--- config.mk ---
export PLATFORM = sky130hd
export DESIGN_NAME = id_ex_stage
export DESIGN_NICKNAME = d
export VERILOG_FILES = /design/src/rtl/pipeline_pkg.sv /design/src/rtl/hazard_unit.sv /design/src/rtl/id_ex_stage.sv
export SDC_FILE = /design/constraint.sdc
export NUM_CORES = 1
export LEC_CHECK = 0
export CAP_MARGIN = 0
export CORE_UTILIZATION = 40
export CTS_BUF_LIST = sky130_fd_sc_hd__clkbuf_8
export CTS_CLUSTER_DIAMETER = 60
export DETAILED_ROUTE_END_ITERATION = 8
export MAX_ROUTING_LAYER = met4
export PLACE_DENSITY = 0.82
export SLEW_MARGIN = 20
export SYNTH_ARGS = -nofsm -noshare
export SYNTH_HDL_FRONTEND = slang
export SYNTH_HIERARCHICAL = 1
export SYNTH_SLANG_ARGS = --single-unit
--- constraint.sdc ---
create_clock -name CLK -period 3.2 [get_ports CLK]
set_input_delay 0.8 -clock CLK [delete_from_list [all_inputs] [get_ports CLK]]
set_output_delay 0.8 -clock CLK [all_outputs]
set_load 0.005 [all_outputs]
--- src/rtl/pipeline_pkg.sv ---
// ============================================================================
// pipeline_pkg : shared opcodes, NOP encoding and ID/EX bundle type
// Rev 1.0
// ============================================================================
`default_nettype none

package pipeline_pkg;

   localparam logic [6:0]  c_op_lui    = 7'b0110111;
   localparam logic [6:0]  c_op_auipc  = 7'b0010111;
   localparam logic [6:0]  c_op_jal    = 7'b1101111;
   localparam logic [6:0]  c_op_jalr   = 7'b1100111;
   localparam logic [6:0]  c_op_load   = 7'b0000011;
   localparam logic [6:0]  c_op_opimm  = 7'b0010011;
   localparam logic [6:0]  c_op_op     = 7'b0110011;
   localparam logic [6:0]  c_op_branch = 7'b1100011;
   localparam logic [6:0]  c_op_store  = 7'b0100011;

   localparam logic [31:0] c_nop       = 32'h0000_0013;

   typedef struct packed {
      logic        valid;
      logic [31:0] pc;
      logic [31:0] ir;
      logic [31:0] rs1;
      logic [31:0] rs2;
      logic [4:0]  rd;
      logic        reg_write;
      logic        mem_read;
   } ex_bundle_t;

   // Write-through: a same-cycle register-file write wins over the stale read.
   function automatic logic [31:0] bypass(input logic        wb_en,
                                          input logic [4:0]  wb_wa,
                                          input logic [31:0] wb_wd,
                                          input logic [4:0]  adr,
                                          input logic [31:0] rs);
      return (wb_en && (wb_wa != 5'd0) && (wb_wa == adr)) ? wb_wd : rs;
   endfunction

endpackage

`default_nettype wire

--- src/rtl/hazard_unit.sv ---
// ============================================================================
// hazard_unit : decode of write/load/source-use flags and load-use stall
// Rev 1.0
// ============================================================================
`default_nettype none

module hazard_unit
   import pipeline_pkg::*;
(
   input  logic       i_id_valid,
   input  logic [6:0] i_opcode,
   input  logic [4:0] i_rd,
   input  logic [4:0] i_rs1,
   input  logic [4:0] i_rs2,
   input  logic       i_flush,
   input  logic       i_ex_valid,
   input  logic       i_ex_mem_read,
   input  logic [4:0] i_ex_rd,
   output logic       o_reg_write,
   output logic       o_mem_read,
   output logic       o_stall
);

   logic w_uses_rs1;
   logic w_uses_rs2;
   logic w_hit;

   always_comb begin
      o_reg_write = 1'b0;
      unique case (i_opcode)
         c_op_lui, c_op_auipc, c_op_jal, c_op_jalr,
         c_op_load, c_op_opimm, c_op_op: o_reg_write = (i_rd != 5'd0);
         default:                        o_reg_write = 1'b0;
      endcase
   end

   assign o_mem_read = (i_opcode == c_op_load);

   assign w_uses_rs1 = !((i_opcode == c_op_lui) || (i_opcode == c_op_auipc) ||
                         (i_opcode == c_op_jal));
   assign w_uses_rs2 = (i_opcode == c_op_branch) || (i_opcode == c_op_store) ||
                       (i_opcode == c_op_op);

   assign w_hit = (w_uses_rs1 && (i_rs1 == i_ex_rd)) ||
                  (w_uses_rs2 && (i_rs2 == i_ex_rd));

   // A flush squashes the consumer, so there is nothing left to stall for.
   assign o_stall = !i_flush && i_id_valid && i_ex_valid && i_ex_mem_read &&
                    (i_ex_rd != 5'd0) && w_hit;

endmodule

`default_nettype wire

--- src/rtl/id_ex_stage.sv ---
// ============================================================================
// id_ex_stage : ID/EX pipeline register with operand bypass and bubbles
// Rev 1.0
// ============================================================================
`default_nettype none

module id_ex_stage
   import pipeline_pkg::*;
(
   input  logic        CLK,
   input  logic        RST_N,
   input  logic        ID_VALID,
   input  logic [31:0] ID_PC,
   input  logic [31:0] ID_IR,
   output logic [4:0]  ADR1,
   output logic [4:0]  ADR2,
   input  logic [31:0] RS1,
   input  logic [31:0] RS2,
   input  logic        WB_EN,
   input  logic [4:0]  WB_WA,
   input  logic [31:0] WB_WD,
   input  logic        FLUSH,
   output logic        STALL,
   output logic        EX_VALID,
   output logic [31:0] EX_PC,
   output logic [31:0] EX_IR,
   output logic [31:0] EX_RS1,
   output logic [31:0] EX_RS2,
   output logic [4:0]  EX_RD,
   output logic        EX_REG_WRITE,
   output logic        EX_MEM_READ
);

   ex_bundle_t r_ex;
   logic       w_reg_write;
   logic       w_mem_read;
   logic       w_stall;

   assign ADR1 = ID_IR[19:15];
   assign ADR2 = ID_IR[24:20];

   hazard_unit u_hazard (
      .i_id_valid    (ID_VALID),
      .i_opcode      (ID_IR[6:0]),
      .i_rd          (ID_IR[11:7]),
      .i_rs1         (ID_IR[19:15]),
      .i_rs2         (ID_IR[24:20]),
      .i_flush       (FLUSH),
      .i_ex_valid    (r_ex.valid),
      .i_ex_mem_read (r_ex.mem_read),
      .i_ex_rd       (r_ex.rd),
      .o_reg_write   (w_reg_write),
      .o_mem_read    (w_mem_read),
      .o_stall       (w_stall)
   );

   always_ff @(posedge CLK) begin
      if (!RST_N) begin
         r_ex.valid     <= 1'b0;
         r_ex.pc        <= 32'd0;
         r_ex.ir        <= c_nop;
         r_ex.rs1       <= 32'd0;
         r_ex.rs2       <= 32'd0;
         r_ex.rd        <= 5'd0;
         r_ex.reg_write <= 1'b0;
         r_ex.mem_read  <= 1'b0;
      end else if (FLUSH || w_stall) begin
         // Bubble: only the control fields are cleared; data fields hold.
         r_ex.valid     <= 1'b0;
         r_ex.ir        <= c_nop;
         r_ex.reg_write <= 1'b0;
         r_ex.mem_read  <= 1'b0;
      end else begin
         r_ex.valid     <= ID_VALID;
         r_ex.pc        <= ID_PC;
         r_ex.ir        <= ID_IR;
         r_ex.rs1       <= bypass(WB_EN, WB_WA, WB_WD, ID_IR[19:15], RS1);
         r_ex.rs2       <= bypass(WB_EN, WB_WA, WB_WD, ID_IR[24:20], RS2);
         r_ex.rd        <= ID_IR[11:7];
         r_ex.reg_write <= w_reg_write & ID_VALID;
         r_ex.mem_read  <= w_mem_read & ID_VALID;
      end
   end

   assign STALL        = w_stall;
   assign EX_VALID     = r_ex.valid;
   assign EX_PC        = r_ex.pc;
   assign EX_IR        = r_ex.ir;
   assign EX_RS1       = r_ex.rs1;
   assign EX_RS2       = r_ex.rs2;
   assign EX_RD        = r_ex.rd;
   assign EX_REG_WRITE = r_ex.reg_write;
   assign EX_MEM_READ  = r_ex.mem_read;

endmodule

`default_nettype wire

==> flow_summary.yaml, run 1 <==
run_status:
  status: "completed"
finish:
  stdcell_count: 1135
  synthToLayoutAreaGrowth_pct: 64.52
  drive_above_1_share_pct: 8.833
  final_cell_area_um2: 9702
  finalNetCount: 1108
  diodes: 0
timing:
  rsz0062_at_grt: "false"
  slew_headroom_pct: 64.53
  fin_crit_ps: 3100
  tightestPinTransition_ps: 532.1
  max_freq_ghz: 0.3225
  maxSlewViolCount: 0
  setup_viol: 0
  setup_tns_ps: 0
  setup_slack_ps: 99.59
  skew_ps: 11.79
  whs_ps: 462.2
  hold_violations: 0
  period_share_pct: 96.89
routing:
  drc_errors: 0
  drt_wl_total_um: 21580
  wl_per_cell_um: 19.01
  routed-via-count: 6265
  drtPass1Iterations: 6
  viasPerCell: 5.520
  first_iter_violations: 538
  ant_nets: 0
clock_tree:
  numClockSinks: 136
  postCtsSetupRepairBufs: 0
  cts_root_buf: "clkbuf_8"
  cts.path.max_buffers: 2
  insertion_delay_ps: 430
  clk_pin_slew_ps: 70
  h-tree-depth: 4
  cts_tree: "built"
  cts_buffers: 17
  postCtsHoldBufs: 0
hold_path:
  hold_path_class: "reg2reg"
  hold-path-endpoint: "EX_PC[0]"
  whs_path_depth: 2
  hold_start: "EX_PC[0]"
critical_path:
  reg2reg_setup_slack_ps: 700
  r2r_cells: 10
  arrival_ps: 2300
  r2r_end: "EX_RS1[20]"
  cp-end-kind: "primary output"
  path_max_fanout: 2
  r2r_start: "EX_RD[0]"
  cp_data_required_time_ps: 2400
  critPathKind: "in2out"
  start_kind: "input pin"
synthesis:
  synth.avg_cell_area_um2: 9.228
  yosysWarnings: 6
  ys_seq_elements: 136
  netlist_area_um2: 5897
  synth_top_area_cell: "dfxtp_1"
  synth_top_area_share_pct: 46.17
  synth_nets: 809
  seq_area_frac_synth_pct: 46.17
  syn_inst: 639
  ys_types: 31
  synth.area.top_cells: "dfxtp_1, a41oi_1, o31a_1"
die:
  row_count: 44
  dieArea_um2: 15230
  die_height_um: 123.4
  ios: 317
  core_area_um2: 14480
  chipWidth_um: 123.4
  start_util_pct: 40.73
placed_design:
  place.port_buffers: 316
  gp_congestion: 0.8518
  post-place-ws_ps: -242.6
  hpwl_um: 15270
  dp.cells: 1103
  dpl_cell_area_um2: 9285
power_and_ir_drop:
  irDropWorstVdd_uv: 258.9
  p_comb_share_pct: 21.1
  clkPwrFrac_pct: 34.5
  switching_share_pct: 25.46
  switchingPower_mw: 1.059
  p_seq_share_pct: 44.3
  p_int_mw: 3.100
  p_leak_nw: 3.702
  powerDensity_nw_per_um2: 428.6
global_routing:
  grt_pass1_wl_um: 32060
  grt_pass1_vias: 5879
  grt.total_usage_pct: 28.59
  antenna_found_initial: 0
  grt_max_degree: 62
  grt-ovfl-total: 0
run:
  maxCapViolations: 0
-- worst max-delay path: stages --
cell and delay [ps]:
clkdlybuf4s50_1 520, nand3b_4 100, a2111oi_2 280, nand4_1 160, a21oi_2 180, clkdlybuf4s15_1 250
-- routing by layer --
metal	vias to the layer above	wire length (um)	share of wire, %	global-route usage, %
met3	43	1494	6.9	6.042
met1	2974	8643	40	34.34
met4	0	620	2.9	12.35
li1	2958	-	-	-
met5	-	0	0	-
met2	290	10820	50	46.16
-- flip-flops by register name (all words and copies together) (netlist names) --
register / flops
EX_MEM_READ: 1
EX_RS1: 32
EX_VALID: 1
EX_REG_WRITE: 1
EX_PC: 32
EX_IR: 32
EX_RD: 5
EX_RS2: 32
-- cells by family after synthesis --
family | count (synthesis) | share of synthesized area (%)
AO/OA/AOI/OAI | 238 | 30.28
XOR/XNOR | 20 | 2.970
buffers and inverters | 81 | 7.638
flip-flops | 136 | 46.17
AND/OR/NAND/NOR | 164 | 12.94
-- worst max path at each step --
stage	from	end	slack [ps]
floorplan	ID_IR[2]	EX_PC[0]	470
global placement	ID_IR[1]	STALL	-240
detailed placement	ID_IR[1]	STALL	-240
CTS	ID_IR[1]	STALL	60
global route	ID_IR[0]	STALL	20
finish	ID_IR[1]	STALL	100
-- power groups by stage --
stage               logic, mW  registers (mW)  clock network (mW)
floorplan               0.307            1.89                   0
global placement        0.865            1.88                   0
detailed placement      0.872            1.88                   0
CTS                     0.878            1.84                1.47
global route            0.943            1.85                1.56
finish                  0.879            1.84                1.44
-- final cells by class --
type | instances | area, um^2
Tap cell | 184 | 230.2
Fill cell | 1134 | 4777
Clock buffer | 22 | 302.8
Multi-Input combinational cell | 422 | 2759
Timing Repair Buffer | 360 | 3581
Sequential cell | 136 | 2723
Inverter | 1 | 3.754
Clock inverter | 10 | 102.6
-- cell usage in the layout (no fill, tap or decap), types with 7 or more instances in the layout --
cell	netlist	routed
clkbuf_8	0	22
clkdlybuf4s50_1	0	313
a21boi_0	36	36
nand2_1	76	76
dfxtp_1	136	136
o31a_1	64	64
buf_12	0	7
xor2_1	16	16
o21ai_0	66	66
and3_1	32	32
nor2_1	37	34
a41oi_1	64	64
buf_4	11	38
-- synthesized netlist by cell type --
library cell and count:
nand3_1 1, and3_1 32, nand3b_4 1, o21a_1 1
or4_1 3, inv_1 1, a22oi_1 1, a21boi_1 1
a21oi_1 2, nor4b_1 1, and2_1 2, buf_4 11
o2111ai_1 1, nor3_1 4, a2111oi_2 1, nor2_1 37
xor2_1 16, nand4_1 1, a21boi_0 36, xnor2_1 4
buf_6 14, and3b_1 1, or2_1 4, clkbuf_1 55
o211ai_1 1, o21ai_0 66, dfxtp_1 136, nand2_1 76
o31a_1 64, and4b_1 1, a41oi_1 64
-- metrics by stage --
step / utilization [%] / total power, mW
5_1_grt: 67.01 / 4.358
2_1_floorplan: - / 2.193
4_1_cts: 66.95 / 4.189
3_3_place_gp: 64.13 / 2.742
3_5_place_dp: 64.13 / 2.753
6_report: 67.01 / 4.158
-- repair_timing --
action | 4_1_cts | 5_1_grt
pin swaps | 0 | 1
setup endpoints to repair | 1 | 1
resized for setup | 2 | 3
Note: power is estimated with default switching activity, not from simulation.
==> run 2, diff against run 1 <==
Settings changed: ABC_AREA from default to 1, CORE_UTILIZATION 40 to 41, RECOVER_POWER from default to 100.
==> flow_summary.yaml, run 2 <==
run_status:
  status: "complete, but fails checks"
  violations: "design-rule violations"
routing:
  viasPerCell: 4.898
  drc_errors: 20
  wl_per_cell_um: 15.21
  drt_wl_total_um: 21490
  first_iter_violations: 573
  routed-via-count: 6921
  drtPass1Iterations: 7
  ant_nets: 0
clock_tree:
  cts_root_buf: "clkbuf_8"
  cts.path.max_buffers: 2
  h-tree-depth: 4
  cts_tree: "built"
  numClockSinks: 136
  clk_pin_slew_ps: 100
  insertion_delay_ps: 450
  cts_buffers: 17
  postCtsSetupRepairBufs: 0
timing:
  setup_viol: 0
  whs_ps: 512.5
  max_freq_ghz: 0.3214
  fin_crit_ps: 3112
  maxSlewViolCount: 0
  tightestPinTransition_ps: 478.7
  hold_violations: 0
  setup_slack_ps: 88.42
  rsz0062_at_grt: "false"
  period_share_pct: 97.24
  setup_tns_ps: 0
  skew_ps: 14.80
  slew_headroom_pct: 68.05
synthesis:
  synthArstFlopShare_pct: 0
  netlist_area_um2: 6232
  ys_seq_elements: 136
  seq_area_frac_synth_pct: 43.69
  ys_types: 30
  syn_inst: 909
  yosysWarnings: 6
  synth_common_cells: "nor2_1, nand2_1, dfxtp_1"
  synth_top_area_cell: "dfxtp_1"
  synth_flop_cell: "dfxtp_1"
  synth_nets: 1079
  synth.area.top_cells: "dfxtp_1, nor2_1, nand2_1"
  synth.most_common_cell: "nor2_1"
  synth_top_area_share_pct: 43.69
  synth_edf_count: 0
  synth.avg_cell_area_um2: 6.856
critical_path:
  reg2reg_setup_slack_ps: 750
  critPathKind: "in2out"
  arrival_ps: 2310
  cp_cell_sequence: "dlygate4sd3_1, or2_0, a21oi_1, nand3_1, a21oi_2, dlygate4sd2_1"
  crit_family: "buffers and inverters"
  cpPeakStageDelay_ps: 580
  path_max_fanout: 3
  cp_data_required_time_ps: 2400
  crit_path_top_delay_cell: "dlygate4sd3_1"
  cp-end-kind: "primary output"
  start_kind: "input pin"
  path_buf_inv: 2
die:
  dieArea_um2: 15700
  die_height_um: 125.3
  start_util_pct: 42.40
  chipWidth_um: 125.3
  ios: 317
  row_count: 44
  core_area_um2: 14700
finish:
  fillerInstances: 1260
  drive_above_1_share_pct: 6.678
  mostFrequentLayoutCell: "nor2_1"
  final_cell_mix: "nor2_1, clkdlybuf4s50_1, nand2_1, dlygate4sd3_1, dfxtp_1"
  synthToLayoutAreaGrowth_pct: 59.31
  finalNetCount: 1385
  final_cell_area_um2: 9928
placed_design:
  gp_congestion: 0.9050
  hpwl_um: 15890
  place.port_buffers: 316
  dpl_cell_area_um2: 9610
  post-place-ws_ps: -119.9
hold_path:
  hold_path_class: "reg2reg"
power_and_ir_drop:
  irDropWorstVdd_uv: 294.3
  p_leak_nw: 4.943
  powerDensity_nw_per_um2: 411.9
global_routing:
  antenna_found_initial: 1
  grt_pass1_wl_um: 33710
  grt-ovfl-total: 0
  grt_pass1_vias: 6601
  grt_max_degree: 42
  grt.total_usage_pct: 28.18
run:
  maxCapViolations: 0
==> run 2: cell count changes in the layout (fill, tap and decap cells not counted), moves of 36 or more <==
cell	change
nor2_1	+202
dlygate4sd3_1	+142
clkdlybuf4s50_1	-140
inv_1	+98
nand2_1	+79
nand3_1	+67
a41oi_1	-64
o31a_1	-64
nand4_1	+63
a21boi_0	-36
==> run 2: worst paths after layout <==
path,cells past startpoint,from,endpoint
max,6,ID_IR[16],STALL
max reg2reg,13,EX_RD[0],EX_IR[2]
min,2,EX_PC[4],EX_PC[4]
min reg2reg,2,EX_PC[4],EX_PC[4]
==> run 2: power by group <==
| group | internal [mW] | leakage [nW] | switching (mW) |
|---|---|---|---|
| logic | 0.468 | 3.62 | 0.391 |
| clock network | 0.583 | 0.191 | 0.799 |
| registers | 1.80 | 1.13 | 0.0519 |
| total | 2.85 | 4.94 | 1.24 |
==> run 2: metal layers <==
metal  track usage [%]  wire length [um]  vias to the layer above
met5                 -                 0                        -
met4             12.12               539                        0
met3             6.547              1791                       44
met2             46.60             10350                      315
met1             32.71              8806                     3108
li1                  -                 -                     3454
==> run 2: worst reg2reg max path, cell delays in order (launching register included) <==
cell and delay (ps):
dfxtp_1 520, inv_1 70, nand2_1 60, nand2_1 50, a21oi_1 140, nand3_1 110, a21oi_2 190, clkbuf_4 150
nor2_1 70, inv_1 130, nor2_1 50, inv_1 360, clkbuf_1 350, nor2_1 80
==> run 2: cell families (layout without fill, tap and decap cells) <==
group	count (synthesis)	in the layout	share of synthesized area (%)
AND/OR/NAND/NOR	539	539	37.42
buffers and inverters	175	494	12.79
flip-flops	136	136	43.69
AO/OA/AOI/OAI	43	43	3.855
XOR/XNOR	16	16	2.249
other	0	1	0
==> run 2: layout make-up <==
| cell class | count | area (um^2) | area share [%] |
|---|---|---|---|
| antenna | 1 | 2.502 | 0.02520 |
| sequential | 136 | 2723 | 27.42 |
| multi-input combinational | 598 | 2710 | 27.30 |
| clock buffer | 17 | 234.0 | 2.357 |
| inverter | 105 | 394.1 | 3.970 |
| tap | 184 | 230.2 | 2.319 |
| timing repair buffer | 357 | 3488 | 35.14 |
| clock inverter | 15 | 146.4 | 1.474 |
==> run 2: per-stage QoR <==
| stage | std cells | util (%) | power [mW] |
|---|---|---|---|
| floorplan | 909 | - | 2.236 |
| global placement | 1380 | 65.38 | 2.783 |
| detailed placement | 1380 | 65.38 | 2.797 |
| CTS | 1412 | 67.96 | 4.173 |
| global route | 1413 | 67.54 | 4.286 |
| finish | 1413 | 67.54 | 4.089 |
==> run 2: repair_timing <==
action | CTS | global route
hold buffers | 0 | 0
resized for setup | 1 | 0
setup endpoints to repair | 1 | 1
pin swaps | 1 | 2
hold endpoints to repair | 0 | 0
==> run 3, diff against run 2 <==
Settings changed: ABC_AREA 1 to default, CORE_UTILIZATION 41 to 40.
==> flow_summary.yaml, run 3 (synthesized netlist as in run 1, its figures left out) <==
timing:
  setup_viol: 0
  rsz0062_at_grt: "false"
  hold_violations: 0
  slew_headroom_pct: 59.87
  period_share_pct: 96.83
  fin_crit_ps: 3098
  skew_ps: 11.20
  max_freq_ghz: 0.3227
  tightestPinTransition_ps: 602.0
  maxSlewViolCount: 0
  whs_ps: 460.0
hold_path:
  hold_path_class: "reg2reg"
clock_tree:
  clk_pin_slew_ps: 70
  postCtsHoldBufs: 0
  postCtsSetupRepairBufs: 0
  h-tree-depth: 4
  insertion_delay_ps: 430
  cts_tree: "built"
  cts.path.max_buffers: 2
  cts_buffers: 17
  cts_root_buf: "clkbuf_8"
  numClockSinks: 136
routing:
  wl_per_cell_um: 18.97
  ant_nets: 0
  drtPass1Iterations: 5
  drc_errors: 0
  drt_wl_total_um: 21530
  viasPerCell: 5.510
  routed-via-count: 6254
  first_iter_violations: 545
critical_path:
  cp_cell_sequence: "clkdlybuf4s50_1, nand3b_4, a2111oi_2, nand4_1, a21oi_2, clkdlybuf4s15_1"
  startpoint: "ID_IR[1]"
  cp-end-kind: "primary output"
  r2r_end: "EX_PC[31]"
  path_max_fanout: 2
  critPathKind: "in2out"
  r2r_cells: 8
  cp-endpoint: "STALL"
  start_kind: "input pin"
  arrival_ps: 2300
  crit_path_top_delay_cell: "clkdlybuf4s50_1"
  reg2reg_setup_slack_ps: 460
  cp_data_required_time_ps: 2400
  r2r_start: "EX_RD[0]"
  cpPeakStageDelay_ps: 520
global_routing:
  grt_pass1_vias: 5879
  grt_max_degree: 62
  grt.total_usage_pct: 28.59
  grt-ovfl-total: 0
  antenna_found_initial: 0
  grt_pass1_wl_um: 32060
power_and_ir_drop:
  powerDensity_nw_per_um2: 424.5
  irDropWorstVdd_uv: 255.6
  power_mw: 4.111
  p_leak_nw: 4.003
die:
  die_height_um: 123.4
  chipWidth_um: 123.4
  ios: 317
  row_count: 44
  core_area_um2: 14480
  start_util_pct: 40.73
  dieArea_um2: 15230
finish:
  fillerInstances: 1140
  multi_input_area_um2: 2751
  seqCellArea_um2: 2723
  drive_above_1_share_pct: 8.517
  synthToLayoutAreaGrowth_pct: 64.23
  mostFrequentLayoutCell: "clkdlybuf4s50_1"
  finalNetCount: 1108
  stdcell_count: 1135
  final_cell_mix: "clkdlybuf4s50_1, dlygate4sd3_1, dfxtp_1, nand2_1, o21ai_0"
  diodes: 0
placed_design:
  dp.cells: 1103
  place.port_buffers: 316
  gp_congestion: 0.8518
  hpwl_um: 15270
run:
  maxCapViolations: 0
run_status:
  status: "completed"
run 3: cell types whose count changed in the layout (fill, tap and decap cells not counted), moves of 7 or more:
cell	previous run	this run
nor2_1	236	35
inv_1	103	5
nand2_1	155	76
nand3_1	68	1
a41oi_1	0	64
o31a_1	0	64
nand4_1	64	1
a21boi_0	0	36
o21ai_0	32	66
and3_1	0	32
buf_4	25	34
xor2_1	8	16
inv_8	7	0
run 3: area by class of cell:
| cell class | instances | share of cell area [%] |
|---|---|---|
| Clock buffer | 22 | 3.127 |
| Clock inverter | 10 | 1.059 |
| Inverter | 1 | 0.03876 |
| Multi-Input combinational cell | 422 | 28.41 |
| Sequential cell | 136 | 28.11 |
| Tap cell | 184 | 2.377 |
| Timing Repair Buffer | 360 | 36.87 |
run 3: critical path, delay by kind of cell:
kind	cells	cell delay [ps]
AO/OA/AOI/OAI	2	460
buffers and inverters	2	770
AND/OR/NAND/NOR	2	260
run 3: how the worst min path moves through the flow:
stage	startpoint	to	slack, ps	depth (start not counted)
2_1_floorplan	EX_PC[17]	EX_PC[17]	450	2
3_3_place_gp	EX_PC[17]	EX_PC[17]	450	2
3_5_place_dp	EX_PC[17]	EX_PC[17]	450	2
4_1_cts	EX_PC[17]	EX_PC[17]	460	2
5_1_grt	EX_PC[17]	EX_PC[17]	480	2
6_report	EX_PC[0]	EX_PC[0]	460	2
run 3: metal layers:
layer,track usage [%],vias up,wire length [um]
li1,-,2959,-
met5,-,-,0
met4,12.35,0,629
met3,6.042,46,1477
met1,34.34,2960,8621
met2,46.16,289,10800
run 3: power by group:
group          switching (mW)  total [mW]  internal, mW  leakage [nW]
Sequential             0.0465        1.84          1.79          1.12
Clock                   0.647        1.43         0.787         0.224
Combinational           0.358       0.838         0.481          2.65
run 3: stage by stage:
stage          instance area, um^2  setup TNS (ps)  utilization [%]  worst slack (ps)
5_1_grt                       9684               0            66.89             22.53
3_5_place_dp                  9285          -310.4            64.13            -242.6
4_1_cts                       9693               0            66.95             56.99
6_report                      9684               0            66.89             101.5
3_3_place_gp                  9285          -238.8            64.13            -238.8
2_1_floorplan                 5897               0                -             469.3
run 3: what timing repair did:
item | in CTS | in global routing
setup endpoints to repair | 1 | 1
resized for setup | 2 | 3
pin swaps | 0 | 1
